File: src/rtl/secded_pkg.sv
// Shared types and constants for the Hamming(16,11) SECDED decoder engine.
package secded_pkg;

  localparam int unsigned AW            = 8;
  localparam int unsigned CW_W          = 16;
  localparam int unsigned MSG_W         = 11;
  localparam int unsigned SYN_W         = 4;
  localparam int unsigned CNT_W         = 4;
  localparam int unsigned DEF_NUM_WORDS = 15;
  localparam int unsigned DEF_IN_BASE   = 30;
  localparam int unsigned DEF_OUT_BASE  = 0;
  localparam int unsigned IDX_W         = $clog2(DEF_NUM_WORDS + 1);

  // Parity positions inside the 16-bit codeword; all other bits carry data.
  localparam int unsigned P0_POS = 0;
  localparam int unsigned P1_POS = 1;
  localparam int unsigned P2_POS = 2;
  localparam int unsigned P4_POS = 4;
  localparam int unsigned P8_POS = 8;

  // Data bit placement: d1 at bit 3, d4:d2 at bits 7:5, d11:d5 at bits 15:9.
  localparam int unsigned D1_POS  = 3;
  localparam int unsigned D2_POS  = 5;
  localparam int unsigned D5_POS  = 9;

  typedef enum logic [1:0] {
    FLG_OK  = 2'b00,
    FLG_FIX = 2'b01,
    FLG_DBL = 2'b10
  } flag_t;

  typedef enum logic [2:0] {
    RD_LO  = 3'd0,
    RD_HI  = 3'd1,
    DECODE = 3'd2,
    WR_LO  = 3'd3,
    WR_HI  = 3'd4,
    DONE   = 3'd5
  } state_t;

  typedef struct packed {
    logic [MSG_W-1:0] data;
    flag_t            flag;
  } dec_t;

endpackage

File: src/rtl/secded_decoder_engine_if.sv
// Byte-wide data-memory port: the engine is the master, dm1 the slave.
interface secded_decoder_engine_if;
  import secded_pkg::*;

  logic [AW-1:0] dm_addr;
  logic          dm_wr_en;
  logic [7:0]    dm_wr_data;
  logic [7:0]    dm_rd_data;

  modport master (output dm_addr, output dm_wr_en, output dm_wr_data, input dm_rd_data);
  modport slave  (input dm_addr, input dm_wr_en, input dm_wr_data, output dm_rd_data);

endinterface

File: src/rtl/secded_syndrome.sv
// Combinational SECDED check of one codeword: syndrome, overall parity,
// single-bit correction and status flag.
module secded_syndrome
  import secded_pkg::*;
(
  input  logic [CW_W-1:0]  word_i,
  output logic [SYN_W-1:0] s_o,
  output logic             p_o,
  output logic [CW_W-1:0]  corrected_o,
  output flag_t            flag_o
);

  always_comb begin
    s_o         = '0;
    p_o         = ^word_i;
    corrected_o = word_i;
    flag_o      = FLG_OK;
    for (int k = 1; k < int'(CW_W); k++) begin
      if (word_i[k]) s_o = s_o ^ SYN_W'(k);
    end
    // Odd overall parity means one flipped bit; syndrome 0 points at p0.
    if (p_o) begin
      corrected_o[s_o] = ~word_i[s_o];
      flag_o           = FLG_FIX;
    end else if (s_o != '0) begin
      flag_o = FLG_DBL;
    end
  end

endmodule

File: src/rtl/secded_decoder_engine.sv
// Memory-mastering decoder: reads encoded words, corrects/flags them and
// writes back message plus flag, five cycles per word.
module secded_decoder_engine
  import secded_pkg::*;
#(
  parameter int unsigned NUM_WORDS = DEF_NUM_WORDS,
  parameter int unsigned IN_BASE   = DEF_IN_BASE,
  parameter int unsigned OUT_BASE  = DEF_OUT_BASE
) (
  input  logic                           clk,
  input  logic                           reset,
  secded_decoder_engine_if.master        dm,
  output logic                           done,
  output logic [CNT_W-1:0]               n_single,
  output logic [CNT_W-1:0]               n_double
);

  state_t            state_q, state_d;
  logic [IDX_W-1:0]  idx_q, idx_d;
  logic [7:0]        lo_q, lo_d;
  logic [7:0]        hi_q, hi_d;
  dec_t              dec_q, dec_d;
  logic [AW-1:0]     addr_q, addr_d;
  logic              wr_en_q, wr_en_d;
  logic [7:0]        wr_data_q, wr_data_d;
  logic              done_q, done_d;
  logic [CNT_W-1:0]  n_single_q, n_single_d;
  logic [CNT_W-1:0]  n_double_q, n_double_d;

  logic [CW_W-1:0]   word_c;
  logic [SYN_W-1:0]  syn_c;
  logic              par_c;
  logic [CW_W-1:0]   corr_c;
  flag_t             flag_c;
  logic [MSG_W-1:0]  msg_c;
  logic [IDX_W-1:0]  idx_inc_c;
  logic [AW-1:0]     in_addr_c;
  logic [AW-1:0]     in_next_c;
  logic [AW-1:0]     out_addr_c;
  logic              unused_bits;

  assign word_c = {hi_q, lo_q};

  secded_syndrome u_syndrome (
    .word_i      (word_c),
    .s_o         (syn_c),
    .p_o         (par_c),
    .corrected_o (corr_c),
    .flag_o      (flag_c)
  );

  assign msg_c       = {corr_c[CW_W-1:D5_POS], corr_c[P8_POS-1:D2_POS], corr_c[D1_POS]};
  assign unused_bits = ^{syn_c, par_c, corr_c[P8_POS], corr_c[P4_POS],
                         corr_c[P2_POS], corr_c[P1_POS], corr_c[P0_POS]};

  assign idx_inc_c  = idx_q + IDX_W'(1);
  assign in_addr_c  = AW'(IN_BASE)  + AW'({idx_q, 1'b0});
  assign in_next_c  = AW'(IN_BASE)  + AW'({idx_inc_c, 1'b0});
  assign out_addr_c = AW'(OUT_BASE) + AW'({idx_q, 1'b0});

  // Address/strobe are registered, so each state sets up the bus for the next one.
  always_comb begin
    state_d    = state_q;
    idx_d      = idx_q;
    lo_d       = lo_q;
    hi_d       = hi_q;
    dec_d      = dec_q;
    addr_d     = addr_q;
    wr_en_d    = 1'b0;
    wr_data_d  = wr_data_q;
    done_d     = done_q;
    n_single_d = n_single_q;
    n_double_d = n_double_q;
    case (state_q)
      RD_LO: begin
        lo_d    = dm.dm_rd_data;
        addr_d  = in_addr_c + AW'(1);
        state_d = RD_HI;
      end
      RD_HI: begin
        hi_d    = dm.dm_rd_data;
        addr_d  = out_addr_c;
        state_d = DECODE;
      end
      DECODE: begin
        dec_d     = '{data: msg_c, flag: flag_c};
        addr_d    = out_addr_c;
        wr_en_d   = 1'b1;
        wr_data_d = msg_c[7:0];
        if (flag_c == FLG_FIX && n_single_q != '1) n_single_d = n_single_q + CNT_W'(1);
        if (flag_c == FLG_DBL && n_double_q != '1) n_double_d = n_double_q + CNT_W'(1);
        state_d   = WR_LO;
      end
      WR_LO: begin
        addr_d    = out_addr_c + AW'(1);
        wr_en_d   = 1'b1;
        wr_data_d = {dec_q.flag, 3'b000, dec_q.data[MSG_W-1:8]};
        state_d   = WR_HI;
      end
      WR_HI: begin
        idx_d = idx_inc_c;
        if (idx_inc_c < IDX_W'(NUM_WORDS)) begin
          addr_d  = in_next_c;
          state_d = RD_LO;
        end else begin
          done_d  = 1'b1;
          state_d = DONE;
        end
      end
      DONE: begin
        done_d = 1'b1;
      end
      default: state_d = RD_LO;
    endcase
  end

  always_ff @(posedge clk) begin
    if (reset) begin
      state_q    <= RD_LO;
      idx_q      <= '0;
      lo_q       <= '0;
      hi_q       <= '0;
      dec_q      <= '{data: '0, flag: FLG_OK};
      addr_q     <= AW'(IN_BASE);
      wr_en_q    <= 1'b0;
      wr_data_q  <= '0;
      done_q     <= 1'b0;
      n_single_q <= '0;
      n_double_q <= '0;
    end else begin
      state_q    <= state_d;
      idx_q      <= idx_d;
      lo_q       <= lo_d;
      hi_q       <= hi_d;
      dec_q      <= dec_d;
      addr_q     <= addr_d;
      wr_en_q    <= wr_en_d;
      wr_data_q  <= wr_data_d;
      done_q     <= done_d;
      n_single_q <= n_single_d;
      n_double_q <= n_double_d;
    end
  end

  assign dm.dm_addr    = addr_q;
  assign dm.dm_wr_en   = wr_en_q;
  assign dm.dm_wr_data = wr_data_q;
  assign done          = done_q;
  assign n_single      = n_single_q;
  assign n_double      = n_double_q;

endmodule

File: src/flat_wrapper.sv
// flat-port wrapper written by rule: the top's interface ports become plain ports
module secded_decoder_engine_flat import secded_pkg::*;
#(
  parameter int unsigned NUM_WORDS = DEF_NUM_WORDS,
  parameter int unsigned IN_BASE   = DEF_IN_BASE,
  parameter int unsigned OUT_BASE  = DEF_OUT_BASE
)
  (clk, reset, done, n_single, n_double, dm_dm_addr, dm_dm_wr_en, dm_dm_wr_data, dm_dm_rd_data);
  secded_decoder_engine_if dm_i ();
  input  logic clk;
  input  logic reset;
  output logic done;
  output logic [CNT_W-1:0] n_single;
  output logic [CNT_W-1:0] n_double;
  output wire logic [$bits(dm_i.dm_addr)-1:0] dm_dm_addr;
  output wire logic [$bits(dm_i.dm_wr_en)-1:0] dm_dm_wr_en;
  output wire logic [$bits(dm_i.dm_wr_data)-1:0] dm_dm_wr_data;
  input wire logic [$bits(dm_i.dm_rd_data)-1:0] dm_dm_rd_data;
  assign dm_dm_addr = dm_i.dm_addr;
  assign dm_dm_wr_en = dm_i.dm_wr_en;
  assign dm_dm_wr_data = dm_i.dm_wr_data;
  assign dm_i.dm_rd_data = dm_dm_rd_data;
  secded_decoder_engine #(.NUM_WORDS(NUM_WORDS), .IN_BASE(IN_BASE), .OUT_BASE(OUT_BASE)) u_core (.clk(clk), .reset(reset), .dm(dm_i), .done(done), .n_single(n_single), .n_double(n_double));
endmodule
File: config.mk
export PLATFORM = sky130hd
export DESIGN_NAME = secded_decoder_engine_flat
export DESIGN_NICKNAME = d
export VERILOG_FILES = /design/src/rtl/secded_pkg.sv /design/src/rtl/secded_decoder_engine_if.sv /design/src/rtl/secded_syndrome.sv /design/src/rtl/secded_decoder_engine.sv /design/src/flat_wrapper.sv
export SDC_FILE = /design/constraint.sdc
export NUM_CORES = 1
export LEC_CHECK = 0
export BUFFER_PORTS_ARGS = -buffer_cell sky130_fd_sc_hd__buf_2
export CELL_PAD_IN_SITES_DETAIL_PLACEMENT = 1
export CELL_PAD_IN_SITES_GLOBAL_PLACEMENT = 1
export CORE_MARGIN = 3
export CORE_UTILIZATION = 45
export DETAILED_ROUTE_END_ITERATION = 10
export PLACE_DENSITY_LB_ADDON = 0.1
export SYNTH_ARGS = -nofsm -noshare
export SYNTH_HDL_FRONTEND = slang
export SYNTH_SLANG_ARGS = --single-unit
File: constraint.sdc
create_clock -name clk -period 5.3 [get_ports clk]
set_clock_uncertainty 0.2 [all_clocks]
set_input_delay 0.265 -clock clk [delete_from_list [all_inputs] [get_ports clk]]
set_output_delay 0.265 -clock clk [all_outputs]
set_load 0.02 [all_outputs]
==> impl_metrics.csv <==
group,metric,value,unit
run_status,run_status,"completed",
floorplanning,initial_core_util,0.477,
cells_and_area,fillers,801,
power,power_switching,0.526,mW
worst_setup_path,rrSetupSlack,1970,ps
clocking,cts_setup_buffers,0,
logic_synthesis,async_reset_ff_frac,0,
sta,fin_crit_sh,0.629,
sta,rsz0062_at_grt,"false",
worst_setup_path,critPathRequiredTime,5310,ps
drt,ant_nets,0,
sta,fmax,300,MHz
logic_synthesis,synth_seq_cells,52,
sta,min_period,3330,ps
worst_setup_path,cp-end-kind,"flop",
worst_setup_path,arrival,3350,ps
floorplanning,die_h,89.2,um
sta,slew_headroom,0.354,
floorplanning,die_width,89.2,um
worst_setup_path,critPathKind,"reg -> reg",
sta,slew_violations,0,
power,seqPwrFrac,0.369,
drt,drcViolationCount,0,
floorplanning,row_count,29,
floorplanning,coreArea,6530,um^2
drt,drt_first_pass_iters,4,
grt,antenna_found_initial,0,
sta,worstMarginPinSlew,970,ps
power,internal-power,0.735,mW
power,p_comb_frac,0.441,
clocking,clock_latency,310,ps
power,powerDensity,370,nW/um^2
grt,grt_pass1_wl,13200,um
sta,hold_viol,0,
cells_and_area,nNetsFinal,400,
logic_synthesis,avgSynthCellArea,8.69,um^2
logic_synthesis,synthTopCellsByArea,"dfxtp_1, nand2_1, nor2_1",
clocking,cts.path.max_buffers,2,
logic_synthesis,synth_top_area_share,0.334,
placed_design,hpwl,5870,um
worst_setup_path,cp_max_fo,19,
floorplanning,die_area,7960,um^2
drt,num_vias,2656,
logic_synthesis,yosysMostFrequentCell,"dfxtp_1",
clocking,cts_tree,"built",
sta,tns,0,ps
logic_synthesis,synth_ff_type,"dfxtp_1",
sta,worst_slack,1970,ps
drt,wire_per_inst,17.2,um
drt,via_per_inst,5.75,
flow_run,drv_cap,0,
clocking,root_buffer,"clkbuf_8",
placed_design,finalWeightedCongestion,0.827,
power,cellLeakagePower,1.36,nW
clocking,clkTransAtPathRegs,110,ps
drt,first_iter_violations,94,
clocking,cts.sinks,52,
cells_and_area,n_antenna_cell,0,
placed_design,dpl_worst_slack,1980,ps
grt,grt_start_max_net_pins,53,
logic_synthesis,synth_seq_area_share,0.334,
placed_design,portBuffers,33,
power,pwr-share-clk,0.190,
drt,finalWirelength,7930,um
clocking,numCtsBuffers,5,
sta,finalSetupViolations,0,
worst_setup_path,worst_setup_path_start_kind,"flop",
clocking,cts_resized,0,
power,p_sw_frac,0.417,
grt,track_usage,0.210,
logic_synthesis,synth_edf_count,0,
logic_synthesis,netlist_area,3120,um^2
logic_synthesis,syn-instance-count,359,
logic_synthesis,yosys_warnings,0,
logic_synthesis,synth_common_cells,"dfxtp_1, nand2_1, nor2_1, a21oi_1",
power,vdd_ir_drop_max,0.176,mV
logic_synthesis,synth_area_leader_cell,"dfxtp_1",
min_path,hp-class,"in -> reg",
logic_synthesis,ys_types,60,
floorplanning,io_pins,36,
clocking,cts_htree_levels,2,
grt,grt_pass1_vias,2634,
cells_and_area,layout-drive-gt1-share,0.174,
cells_and_area,syn2layout_area_growth,9.27,%
grt,grt_overflow,0,
layer usage:
layer	vias up	part of all wire	GRT usage
met5	-	0	0
met4	0	0.016	0.0555
met3	12	0.036	0.0295
met2	54	0.48	0.348
met1	1279	0.47	0.286
li1	1311	-	-
worst max-delay path, cell delays in order (launching register included):
cell and delay (ps):
dfxtp_1 680, nor3b_1 760, ha_1 370, inv_1 120
ha_1 230, nand3b_1 130, nand2_1 60, a32oi_1 180
xor2_1 180, nor2_1 60, a211o_1 260
worst paths after layout:
check / endpoint / cells after the start / startpoint
hold reg to reg: u_core.dec_q[0] / 2 / u_core.dec_q[0]
setup / recovery: u_core.dm.dm_addr[3] / 10 / u_core.state_q[2]
hold / removal: u_core.hi_q[5] / 3 / dm_dm_rd_data[5]
setup reg to reg: u_core.dm.dm_addr[3] / 10 / u_core.state_q[2]
layout make-up:
cell class / count / area [um^2] / area share
clock buffer: 5 / 68.8 / 0.0202
clock inverter: 3 / 21.3 / 0.00624
inverter: 4 / 15.0 / 0.00441
multi-input combinational: 283 / 1950 / 0.573
sequential: 52 / 1040 / 0.306
tap: 77 / 96.3 / 0.0283
timing repair buffer: 38 / 213 / 0.0624
per-stage QoR:
step / util / power [mW] / std cells / hold WS (ps) / instance area, um^2
4_1_cts: 0.520 / 1.27 / 461 / 4.32 / 3400
6_report: 0.522 / 1.26 / 462 / 1.14 / 3410
5_1_grt: 0.522 / 1.35 / 462 / 3.33 / 3410
3_3_place_gp: 0.502 / 1.02 / 450 / 236 / 3280
3_5_place_dp: 0.502 / 1.02 / 450 / 249 / 3280
2_1_floorplan: - / 0.903 / 360 / 198 / 3120
cell families (layout without fill, tap and decap cells):
logic type      after synthesis  in the layout  synth area share
mux                          16             16            0.0618
xor+xnor                     37             37             0.151
fa+ha+maj                     7              7            0.0273
other cells                   1              2           0.00120
simple gates                139            139             0.214
flops                        52             52             0.334
compound gates               82             82             0.169
buf+inv                      25             50            0.0413
registers in the layout, summed over array words and instances, names as in the netlist:
register              count
u_core.state_q            3
u_core.idx_q              4
u_core.n_single           4
u_core.dm.dm_addr         6
u_core.done               1
u_core.dm.dm_wr_en        1
u_core.lo_q               8
u_core.dec_q              5
u_core.hi_q               8
u_core.dm.dm_wr_data      8
u_core.n_double           4
cell usage in the layout, fill, tap and decap left out, drive strengths merged, types with 3 or more instances in the layout:
cell type	instances
dfxtp	52
nand2	48
nor2	39
buf	34
a21oi	29
xnor2	20
xor2	15
o21ai	14
nand3	12
mux2i	11
nor3b	9
o31ai	9
a22oi	9
nor3	6
or3	6
ha	6
clkbuf	5
inv	5
a32oi	4
dlygate4sd3	4
nand2b	3
mux2	3
a31oi	3
and2	3
what timing repair did:
item | in CTS | in global routing
hold endpoints to repair | 3 | 1
setup endpoints to repair | 0 | 0
hold buffers | 3 | 1
power groups by stage:
stage | Sequential [mW] | Clock (mW) | Combinational (mW)
floorplan | 0.472 | 0 | 0.431
global placement | 0.472 | 0 | 0.543
detailed placement | 0.474 | 0 | 0.550
CTS | 0.465 | 0.245 | 0.557
global route | 0.471 | 0.263 | 0.612
finish | 0.465 | 0.240 | 0.556
No activity file was read; power rests on OpenSTA's default activity.
